$ cat src/rtl/lcd_bus_writer_if.sv
// Upstream byte handshake plus the physical LCD pins of the 8080-style write engine.
// fsm_state exposes the writer's state register for observation only.
interface lcd_bus_writer_if;
  logic       i_valid;
  logic       o_ready;
  logic       i_rs;
  logic [7:0] i_data;
  logic       i_wait_fmark;
  logic       i_lcd_fmark;
  logic       o_lcd_wr;
  logic       o_lcd_rs;
  logic [7:0] o_lcd_data;
  logic       o_busy;
  logic       o_fmark_pulse;
  logic [2:0] fsm_state;

  // A byte is accepted on every clock edge where i_valid and o_ready are both high;
  // o_ready depends only on FIFO fullness, and i_rs/i_data/i_wait_fmark are read only then.
  modport master (
    output i_valid, i_rs, i_data, i_wait_fmark, i_lcd_fmark,
    input  o_ready, o_lcd_wr, o_lcd_rs, o_lcd_data, o_busy, o_fmark_pulse, fsm_state
  );

  modport slave (
    input  i_valid, i_rs, i_data, i_wait_fmark, i_lcd_fmark,
    output o_ready, o_lcd_wr, o_lcd_rs, o_lcd_data, o_busy, o_fmark_pulse, fsm_state
  );
endinterface

$ cat src/rtl/lcd_bus_writer.sv
// Buffers command/data bytes in a small FIFO and emits each as one WR strobe with
// programmable low/high widths, optionally holding a byte until the next FMARK rise.
module lcd_bus_writer #(
  parameter int WR_LOW_CYCLES  = 2,
  parameter int WR_HIGH_CYCLES = 2,
  parameter int FIFO_DEPTH     = 4
) (
  input  logic            i_clk,
  input  logic            i_reset_n,
  lcd_bus_writer_if.slave bus
);
  localparam int AW   = $clog2(FIFO_DEPTH);
  localparam int MAXC = (WR_LOW_CYCLES > WR_HIGH_CYCLES) ? WR_LOW_CYCLES : WR_HIGH_CYCLES;
  localparam int CW   = $clog2(MAXC + 1);
  localparam logic [CW-1:0] LOW_LAST  = CW'(WR_LOW_CYCLES - 1);
  localparam logic [CW-1:0] HIGH_LAST = CW'(WR_HIGH_CYCLES - 1);
  localparam logic [AW:0]   FULL_CNT  = (AW + 1)'(FIFO_DEPTH);

  typedef enum logic [2:0] {
    IDLE    = 3'd0,
    WAIT_FM = 3'd1,
    SETUP   = 3'd2,
    LOW     = 3'd3,
    HIGH    = 3'd4
  } state_t;

  state_t        state;
  logic [CW-1:0] cnt;
  logic          lcd_wr;
  logic          lcd_rs;
  logic [7:0]    lcd_data;

  logic [9:0]    mem [FIFO_DEPTH];
  logic [AW-1:0] wr_ptr;
  logic [AW-1:0] rd_ptr;
  logic [AW:0]   count;
  logic          full;
  logic          empty;
  logic          push_en;
  logic          load;
  logic [9:0]    head;

  logic          fm_sync1;
  logic          fm_sync2;
  logic          fm_prev;
  logic          fmark_pulse;

  assign full        = (count == FULL_CNT);
  assign empty       = (count == '0);
  assign push_en     = bus.i_valid & ~full;
  assign head        = mem[rd_ptr];
  assign fmark_pulse = fm_sync2 & ~fm_prev;

  // Pop happens only when the FSM loads a byte: from IDLE or on the last HIGH cycle.
  assign load = ~empty & ((state == IDLE) | ((state == HIGH) & (cnt == HIGH_LAST)));

  always_ff @(posedge i_clk) begin
    if (push_en) mem[wr_ptr] <= {bus.i_wait_fmark, bus.i_rs, bus.i_data};
  end

  always_ff @(posedge i_clk or negedge i_reset_n) begin
    if (!i_reset_n) begin
      wr_ptr <= '0;
      rd_ptr <= '0;
      count  <= '0;
    end else begin
      if (push_en) wr_ptr <= wr_ptr + 1'b1;
      if (load)    rd_ptr <= rd_ptr + 1'b1;
      case ({push_en, load})
        2'b10:   count <= count + 1'b1;
        2'b01:   count <= count - 1'b1;
        default: count <= count;
      endcase
    end
  end

  // FMARK is asynchronous to i_clk: two sync flops, then a delay flop for edge detect.
  always_ff @(posedge i_clk or negedge i_reset_n) begin
    if (!i_reset_n) begin
      fm_sync1 <= 1'b0;
      fm_sync2 <= 1'b0;
      fm_prev  <= 1'b0;
    end else begin
      fm_sync1 <= bus.i_lcd_fmark;
      fm_sync2 <= fm_sync1;
      fm_prev  <= fm_sync2;
    end
  end

  always_ff @(posedge i_clk or negedge i_reset_n) begin
    if (!i_reset_n) begin
      state    <= IDLE;
      cnt      <= '0;
      lcd_wr   <= 1'b1;
      lcd_rs   <= 1'b0;
      lcd_data <= 8'h00;
    end else if (load) begin
      lcd_rs   <= head[8];
      lcd_data <= head[7:0];
      lcd_wr   <= 1'b1;
      cnt      <= '0;
      state    <= head[9] ? WAIT_FM : SETUP;
    end else begin
      case (state)
        IDLE: begin
          lcd_wr <= 1'b1;
        end
        WAIT_FM: begin
          if (fmark_pulse) begin
            state  <= LOW;
            lcd_wr <= 1'b0;
            cnt    <= '0;
          end
        end
        SETUP: begin
          state  <= LOW;
          lcd_wr <= 1'b0;
          cnt    <= '0;
        end
        LOW: begin
          if (cnt == LOW_LAST) begin
            state  <= HIGH;
            lcd_wr <= 1'b1;
            cnt    <= '0;
          end else begin
            cnt <= cnt + 1'b1;
          end
        end
        HIGH: begin
          if (cnt == HIGH_LAST) begin
            state <= IDLE;
            cnt   <= '0;
          end else begin
            cnt <= cnt + 1'b1;
          end
        end
        default: begin
          state  <= IDLE;
          lcd_wr <= 1'b1;
          cnt    <= '0;
        end
      endcase
    end
  end

  assign bus.o_ready       = ~full;
  assign bus.o_busy        = (state != IDLE) | ~empty;
  assign bus.o_fmark_pulse = fmark_pulse;
  assign bus.o_lcd_wr      = lcd_wr;
  assign bus.o_lcd_rs      = lcd_rs;
  assign bus.o_lcd_data    = lcd_data;
  assign bus.fsm_state     = state;
endmodule
$ cat src/flat_wrapper.sv
// flat-port wrapper written by rule: the top's interface ports become plain ports
module lcd_bus_writer_flat 
#(
  parameter int WR_LOW_CYCLES  = 2,
  parameter int WR_HIGH_CYCLES = 2,
  parameter int FIFO_DEPTH     = 4
)
  (i_clk, i_reset_n, bus_i_valid, bus_i_rs, bus_i_data, bus_i_wait_fmark, bus_i_lcd_fmark, bus_o_ready, bus_o_lcd_wr, bus_o_lcd_rs, bus_o_lcd_data, bus_o_busy, bus_o_fmark_pulse, bus_fsm_state);
  lcd_bus_writer_if bus_i ();
  input  logic i_clk;
  input  logic i_reset_n;
  input wire logic [$bits(bus_i.i_valid)-1:0] bus_i_valid;
  input wire logic [$bits(bus_i.i_rs)-1:0] bus_i_rs;
  input wire logic [$bits(bus_i.i_data)-1:0] bus_i_data;
  input wire logic [$bits(bus_i.i_wait_fmark)-1:0] bus_i_wait_fmark;
  input wire logic [$bits(bus_i.i_lcd_fmark)-1:0] bus_i_lcd_fmark;
  output wire logic [$bits(bus_i.o_ready)-1:0] bus_o_ready;
  output wire logic [$bits(bus_i.o_lcd_wr)-1:0] bus_o_lcd_wr;
  output wire logic [$bits(bus_i.o_lcd_rs)-1:0] bus_o_lcd_rs;
  output wire logic [$bits(bus_i.o_lcd_data)-1:0] bus_o_lcd_data;
  output wire logic [$bits(bus_i.o_busy)-1:0] bus_o_busy;
  output wire logic [$bits(bus_i.o_fmark_pulse)-1:0] bus_o_fmark_pulse;
  output wire logic [$bits(bus_i.fsm_state)-1:0] bus_fsm_state;
  assign bus_i.i_valid = bus_i_valid;
  assign bus_i.i_rs = bus_i_rs;
  assign bus_i.i_data = bus_i_data;
  assign bus_i.i_wait_fmark = bus_i_wait_fmark;
  assign bus_i.i_lcd_fmark = bus_i_lcd_fmark;
  assign bus_o_ready = bus_i.o_ready;
  assign bus_o_lcd_wr = bus_i.o_lcd_wr;
  assign bus_o_lcd_rs = bus_i.o_lcd_rs;
  assign bus_o_lcd_data = bus_i.o_lcd_data;
  assign bus_o_busy = bus_i.o_busy;
  assign bus_o_fmark_pulse = bus_i.o_fmark_pulse;
  assign bus_fsm_state = bus_i.fsm_state;
  lcd_bus_writer #(.WR_LOW_CYCLES(WR_LOW_CYCLES), .WR_HIGH_CYCLES(WR_HIGH_CYCLES), .FIFO_DEPTH(FIFO_DEPTH)) u_core (.i_clk(i_clk), .i_reset_n(i_reset_n), .bus(bus_i));
endmodule
$ cat config.mk
export PLATFORM = sky130hd
export DESIGN_NAME = lcd_bus_writer_flat
export DESIGN_NICKNAME = d
export VERILOG_FILES = /design/src/rtl/lcd_bus_writer_if.sv /design/src/rtl/lcd_bus_writer.sv /design/src/flat_wrapper.sv
export SDC_FILE = /design/constraint.sdc
export NUM_CORES = 1
export LEC_CHECK = 0
export ABC_AREA = 0
export CORE_ASPECT_RATIO = 2
export CORE_MARGIN = 2
export CORE_UTILIZATION = 50
export DETAILED_ROUTE_END_ITERATION = 16
export HOLD_SLACK_MARGIN = 0.06
export MAX_ROUTING_LAYER = met4
export PLACE_DENSITY = 0.78
export REMOVE_ABC_BUFFERS = 1
export SLEW_MARGIN = 10
export SYNTH_ARGS = -nofsm -noshare
export SYNTH_HDL_FRONTEND = slang
export SYNTH_SLANG_ARGS = --single-unit
$ cat constraint.sdc
create_clock -name i_clk -period 2.2 [get_ports i_clk]
set_input_delay 0.22 -clock i_clk [delete_from_list [all_inputs] [get_ports i_clk]]
set_output_delay 0.22 -clock i_clk [all_outputs]
set_load 0.01 [all_outputs]
==> flow_metrics.py, run 1 <==
metrics = {
    "clock_tree": {
        "cts_htree_levels": 3,
        "cts_buffer_depth": 2,
        "clk_latency_ns": 0.33,
        "cts_buffers": 9,
        "cts.clk_slew.worst_paths_ns": 0.06,
        "cts_setup_buffers": 0,
        "cts.sinks": 65,
        "cts_tree": "built",
        "postCtsHoldBufs": 0,
        "cts-root-buf": "clkbuf_8",
    },
    "place": {
        "place_congestion": 0.862,
        "dp_hpwl_um": 3200,
        "placed_cells": 241,
        "io_buffers": 29,
    },
    "global_routing": {
        "grt-ovfl-total": 0,
        "grt_pass1_vias": 1551,
        "antenna_found_initial": 0,
        "grt_pass1_wl_um": 7380,
        "track_usage": 0.175,
        "grt_max_degree": 26,
    },
    "sta": {
        "timing.slew.headroom": 0.610,
        "layout_min_cycle_time_ns": 2.07,
        "drv_slew": 0,
        "tightest_slew_ns": 0.585,
        "finalHoldViolCount": 0,
        "rsz0062_at_grt": "false",
        "clock_skew_ns": 0.00515,
        "fmax_mhz": 483,
        "finalSetupViolCount": 0,
        "fin_crit_sh": 0.941,
    },
    "drt": {
        "routedWlPerCell_um": 17.7,
        "routed_wl_um": 4560,
        "antenna_left": 0,
        "routed-via-count": 1445,
        "wirelength_met1_um": 1610,
        "drt_pass1_iterations": 4,
        "via_per_inst": 5.62,
        "met2_length_um": 2700,
        "top_layer_used": "met4",
        "drc": 0,
        "drtIter0Drc": 35,
        "wl_met3_um": 190,
    },
    "worst_setup_path": {
        "cp_slowest_cell": "dfrtp_1",
        "r2r_slack_ns": 0.13,
        "worst_ep_required_time_ns": 2.45,
        "crit_path_max_incr_delay_ns": 0.44,
        "end_kind": "flop",
        "cp_max_fo": 6,
        "start_kind": "flop",
        "cp.arrival_ns": 2.32,
        "worst-setup-path-type": "flop to flop",
        "worstPathCellList": "nor2_1 -> nand2_1 -> and2_1 -> inv_1 -> ha_1 -> fa_1 -> xnor2_1 -> nor2_1 -> xor2_1",
        "path_common_cell": "nor2_1",
        "r2r_cells": 9,
    },
    "yosys": {
        "synth.area.top_cells": "edfxtp_1 (45%), dfrtp_1 (23%), mux4_2 (8.5%)",
        "avgSynthCellArea_um2": 17.1,
        "synth_cell_types": 37,
        "ys_seq_area_frac": 0.686,
        "synth_warnings": 0,
        "postSynthCellCount": 156,
        "netlist.area_leader.share": 0.451,
        "ys_ff_latch": 65,
        "yosys.area.top_type": "edfxtp_1",
        "syn_area_um2": 2670,
    },
    "finish": {
        "final_layout_size_suffix_gt1_frac": 0.211,
        "finalNetCount": 214,
        "num_antenna_cells": 0,
        "area_growth_pct": 20.2,
        "layoutNonFillerInstCount": 257,
    },
    "run": {
        "maxCapViolCount": 0,
    },
    "power_and_ir_drop": {
        "pwr_density_cell_nw_per_um2": 1380,
        "leakage_nw": 1.21,
        "p_total_mw": 4.41,
        "vdd_drop_max_mv": 0.849,
    },
    "die": {
        "pin_count": 30,
        "start_util": 0.519,
        "fp.dieW_um": 55.6,
        "core_area_um2": 5140,
        "row_count": 37,
        "die_height_um": 107,
        "die_area_um2": 5970,
    },
    "worst_hold_path": {
        "min_path_type": "primary input to async pin",
    },
    "outcome": {
        "run_status": "finished, final reports clean",
    },
}
-- per-layer routing --
layer | track usage | up-vias
met4 | 0.105 | 0
met5 | - | -
met1 | 0.171 | 724
met3 | 0.0397 | 6
met2 | 0.309 | 51
li1 | - | 664
-- synth_stat cells --
| cell | instances |
|---|---|
| a2111oi_4 | 1 |
| a211o_1 | 1 |
| a211oi_1 | 1 |
| a21boi_0 | 1 |
| a21oi_1 | 2 |
| a31oi_1 | 1 |
| a32oi_1 | 1 |
| and2_1 | 1 |
| and3_1 | 4 |
| buf_2 | 1 |
| buf_4 | 1 |
| buf_6 | 1 |
| clkbuf_1 | 3 |
| dfrtp_1 | 24 |
| dfstp_2 | 1 |
| edfxtp_1 | 40 |
| fa_1 | 1 |
| ha_1 | 5 |
| inv_1 | 7 |
| mux2_2 | 11 |
| mux2i_1 | 1 |
| mux4_2 | 10 |
| nand2_1 | 6 |
| nand2b_1 | 2 |
| nand2b_4 | 1 |
| nand3_1 | 1 |
| nand3b_1 | 1 |
| nor2_1 | 6 |
| nor2b_1 | 1 |
| nor3_1 | 1 |
| nor3_2 | 1 |
| o211ai_1 | 1 |
| o21ai_0 | 5 |
| o41ai_1 | 2 |
| or3_1 | 3 |
| xnor2_1 | 4 |
| xor2_1 | 2 |
-- cell type report --
| cell class | instances | area [µm²] |
|---|---|---|
| Fill cell | 356 | 1940 |
| Multi-Input combinational cell | 78 | 776 |
| Inverter | 7 | 26.3 |
| Clock buffer | 12 | 135 |
| Tap cell | 58 | 72.6 |
| Timing Repair Buffer | 33 | 320 |
| Clock inverter | 4 | 43.8 |
| Sequential cell | 65 | 1830 |
-- path summary, 6_finish.rpt --
path | start | end
setup / recovery | u_core.count[1] | u_core.count[2]
hold / removal | i_reset_n | u_core.bus.o_lcd_data[3]
setup reg to reg | u_core.count[1] | u_core.count[2]
hold reg to reg | u_core.fm_sync1 | u_core.fm_sync2
max in group asynchronous | i_reset_n | u_core.bus.o_lcd_wr
min in group i_clk | bus_i_lcd_fmark | u_core.fm_sync1
-- cell usage in the layout, fill, tap and decap left out, types with 2 or more instances in the layout --
cell type,n
a21oi_1,2
and3_1,4
buf_4,4
clkbuf_1,3
clkbuf_8,9
clkdlybuf4s50_1,29
clkinv_2,2
dfrtp_1,23
edfxtp_1,40
ha_1,5
inv_1,7
mux2_2,11
mux4_2,10
nand2_1,6
nand2b_1,2
nor2_1,6
o21ai_0,5
o41ai_1,2
or3_1,3
xnor2_1,4
xor2_1,2
-- sequential cells by signal, indices dropped and copies added, names as in the netlist --
| name | count |
|---|---|
| u_core.bus.fsm_state | 3 |
| u_core.bus.o_lcd_data | 8 |
| u_core.bus.o_lcd_rs | 1 |
| u_core.bus.o_lcd_wr | 1 |
| u_core.cnt | 2 |
| u_core.count | 3 |
| u_core.fm_prev | 1 |
| u_core.fm_sync1 | 1 |
| u_core.fm_sync2 | 1 |
| u_core.mem | 40 |
| u_core.rd_ptr | 2 |
| u_core.wr_ptr | 2 |
-- power breakdown --
part,internal [mW],switching [mW]
clock,0.517,0.402
combinational,0.838,0.686
sequential,1.68,0.284
total,3.04,1.37
-- stage by stage --
step / setup WS, ns / hold WS (ns) / setup TNS, ns / area, µm² / util
detailed placement: 0.00462 / 0.343 / 0 / 3020 / 0.588
global placement: 0.152 / 0.334 / 0 / 3020 / 0.588
CTS: 0.0671 / 0.249 / 0 / 3200 / 0.623
finish: 0.130 / 0.251 / 0 / 3200 / 0.623
global route: 0.0104 / 0.274 / 0 / 3200 / 0.623
floorplan: -0.151 / -0.0756 / -0.151 / 2630 / -
-- critical path: cells and delay by family (launching register included) --
kind	cells	cell delay (ns)
xor gates and xnor gates	2	0.31
adders and majority gates	2	0.62
buffers and inverters	1	0.06
DFF	1	0.44
and+or+nand+nor	4	0.55
-- kinds of logic after synthesis --
| kind of cell | count (synthesis) | share of synthesized area |
|---|---|---|
| simple gates | 28 | 0.0582 |
| mux | 22 | 0.135 |
| xor+xnor | 6 | 0.0197 |
| buf+inv | 13 | 0.0230 |
| compound gates | 16 | 0.0474 |
| flops | 65 | 0.686 |
| fa+ha+maj | 6 | 0.0310 |
-- what timing repair did --
item	CTS	global route
setup endpoints to repair	0	1
resized for setup	0	1
hold endpoints to repair	0	0
No activity file was read; power rests on OpenSTA's default activity.
==> inputs of run 2 (changes only) <==
--- a/config.mk
+++ b/config.mk
@@ -12,8 +12,9 @@
 export DETAILED_ROUTE_END_ITERATION = 16
 export HOLD_SLACK_MARGIN = 0.06
 export MAX_ROUTING_LAYER = met4
-export PLACE_DENSITY = 0.78
+export PLACE_DENSITY = 0.75
 export REMOVE_ABC_BUFFERS = 1
+export SETUP_SLACK_MARGIN = 0.15
 export SLEW_MARGIN = 10
 export SYNTH_ARGS = -nofsm -noshare
 export SYNTH_HDL_FRONTEND = slang
==> run 2 against run 1 <==
Net effect: sequential power shrank 3%; die area is the same; total power grew 5.7%; clock skew shrank 0.00069 ns; critical endpoint is now u_core.count[1]; maximum frequency grew 4.7%; flip-flop and latch count is the same; register-to-register slack gained 0.09 ns; largest cell class unchanged; final area grew 2.4%; critical path depth shrank 4; largest power group unchanged; count of clock-buffer cells in the layout shrank 3.
==> flow_metrics.py, run 2 (synthesis results as in run 1) <==
metrics = {
    "place": {
        "dp_hpwl_um": 3370,
        "placed_cell_area_um2": 3040,
        "io_buffers": 29,
        "place_congestion": 0.870,
    },
    "worst_setup_path": {
        "r2r_end": "u_core.count[1]",
        "cp_num_buf_inv": 0,
        "setup.worst_path.end": "u_core.count[1]",
        "worst_ep_required_time_ns": 2.42,
        "start_kind": "flop",
        "worstPathCellList": "nand2b_4 -> a2111oi_4 -> ha_2 -> fa_1 -> mux2_2",
        "crit_path_max_incr_delay_ns": 0.41,
        "cp_top_family": "adder cells",
        "cp.arrival_ns": 2.20,
        "worst-path-stages": 5,
        "r2r_slack_ns": 0.22,
        "r2r_cells": 5,
        "end_kind": "flop",
        "worst-setup-path-type": "flop to flop",
        "regToRegStartpoint": "u_core.cnt[1]",
        "cp_slowest_cell": "dfrtp_1",
        "crit_start": "u_core.cnt[1]",
        "cp_max_fo": 6,
    },
    "sta": {
        "drv_slew": 0,
        "clock_skew_ns": 0.00446,
        "tightest_slew_ns": 0.596,
        "rsz0062_at_grt": "false",
        "fmax_mhz": 506,
        "fin_crit_sh": 0.898,
        "timing.slew.headroom": 0.602,
        "finalHoldViolCount": 0,
        "layout_min_cycle_time_ns": 1.98,
        "holdWs_ns": 0.251,
        "finalSetupViolCount": 0,
    },
    "finish": {
        "num_antenna_cells": 0,
        "largest_register_ff_count": 40,
        "fillers": 358,
        "final_cell_mix": "edfxtp_1 (40), clkdlybuf4s50_1 (28), dfrtp_1 (22), mux2_2 (11), mux4_2 (10)",
        "final_layout_size_suffix_gt1_frac": 0.257,
        "largest_register": "u_core.mem",
        "area_growth_pct": 23.1,
        "final_common_cell": "edfxtp_1",
        "finalNetCount": 217,
        "final_area_um2": 3280,
    },
    "power_and_ir_drop": {
        "pwr_density_cell_nw_per_um2": 1420,
        "leakage_nw": 1.23,
        "vdd_drop_max_mv": 0.817,
    },
    "die": {
        "start_util": 0.519,
        "row_count": 37,
        "die_area_um2": 5970,
        "die_height_um": 107,
        "core_area_um2": 5140,
        "fp.dieW_um": 55.6,
        "pin_count": 30,
    },
    "global_routing": {
        "grt_pass1_wl_um": 7820,
        "track_usage": 0.184,
        "grt_pass1_vias": 1594,
        "grt-ovfl-total": 0,
        "grt_max_degree": 26,
        "antenna_found_initial": 0,
    },
    "outcome": {
        "run_status": "finished, final reports clean",
    },
    "clock_tree": {
        "cts-root-buf": "clkbuf_8",
        "cts.sinks": 65,
        "cts_buffers": 9,
        "cts_buffer_depth": 2,
        "postCtsHoldBufs": 0,
        "cts.clk_slew.worst_paths_ns": 0.07,
        "cts_htree_levels": 3,
        "clk_latency_ns": 0.33,
        "cts_tree": "built",
    },
    "drt": {
        "routedWlPerCell_um": 18.7,
        "drtIter0Drc": 52,
        "drc": 0,
        "via_per_inst": 5.62,
        "antenna_left": 0,
        "drt_pass1_iterations": 4,
        "routed-via-count": 1461,
        "routed_wl_um": 4870,
    },
    "run": {
        "maxCapViolCount": 0,
    },
    "worst_hold_path": {
        "min_path_type": "primary input to async pin",
    },
}
run 2: cell types whose count changed in the layout (fill, tap and decap cells not counted), moves of 2 or more:
cell,previous run,this run
buf_4,4,7
clkbuf_1,3,0
clkinv_2,2,0
clkinvlp_4,0,3
run 2: metal layers:
| layer | routed length, µm | vias to the layer above | GRT usage |
|---|---|---|---|
| li1 | - | 666 | - |
| met1 | 1820 | 747 | 0.179 |
| met2 | 2790 | 40 | 0.332 |
| met3 | 169 | 8 | 0.0505 |
| met4 | 79 | 0 | 0.0854 |
| met5 | 0 | - | - |
run 2: how the worst min path moves through the flow:
stage	end	depth (start not counted)	from	slack, ns
2_1_floorplan	u_core.bus.fsm_state[0]	0	i_reset_n	-0.08
3_3_place_gp	u_core.fm_sync2	0	u_core.fm_sync1	0.34
3_5_place_dp	u_core.fm_sync2	0	u_core.fm_sync1	0.34
4_1_cts	u_core.bus.o_lcd_data[4]	2	i_reset_n	0.25
5_1_grt	u_core.bus.o_lcd_data[4]	2	i_reset_n	0.27
6_report	u_core.cnt[0]	2	i_reset_n	0.25
run 2: area by class of cell:
type | instances | area, µm² | area share
sequential | 65 | 1830 | 0.558
multi-input combinational | 78 | 786 | 0.240
timing repair buffer | 36 | 345 | 0.105
clock buffer | 9 | 124 | 0.0378
inverter | 7 | 26.3 | 0.00801
tap | 58 | 72.6 | 0.0221
clock inverter | 7 | 95.1 | 0.0290
run 2: repair_timing:
item / CTS / global route
setup buffers: 0 / 1
endpoints found under the setup margin: 2 / 3
resized for setup: 2 / 4
pin swaps: 0 / 2
run 2: stage by stage:
stage               cells   util  setup slack, ns  TNS [ns]  total power [mW]
detailed placement    243  0.591           0.0915         0              3.58
global route          260  0.638            0.162         0              4.93
global placement      243  0.591            0.160         0              3.45
CTS                   259  0.635            0.154         0              4.68
finish                260  0.638            0.223         0              4.66
floorplan             150      -           -0.151    -0.151              2.90
run 2: report_power, final:
| group | leakage (nW) | switching [mW] | internal (mW) |
|---|---|---|---|
| Clock | 0.0991 | 0.448 | 0.635 |
| Sequential | 0.661 | 0.239 | 1.68 |
| Combinational | 0.467 | 0.768 | 0.887 |
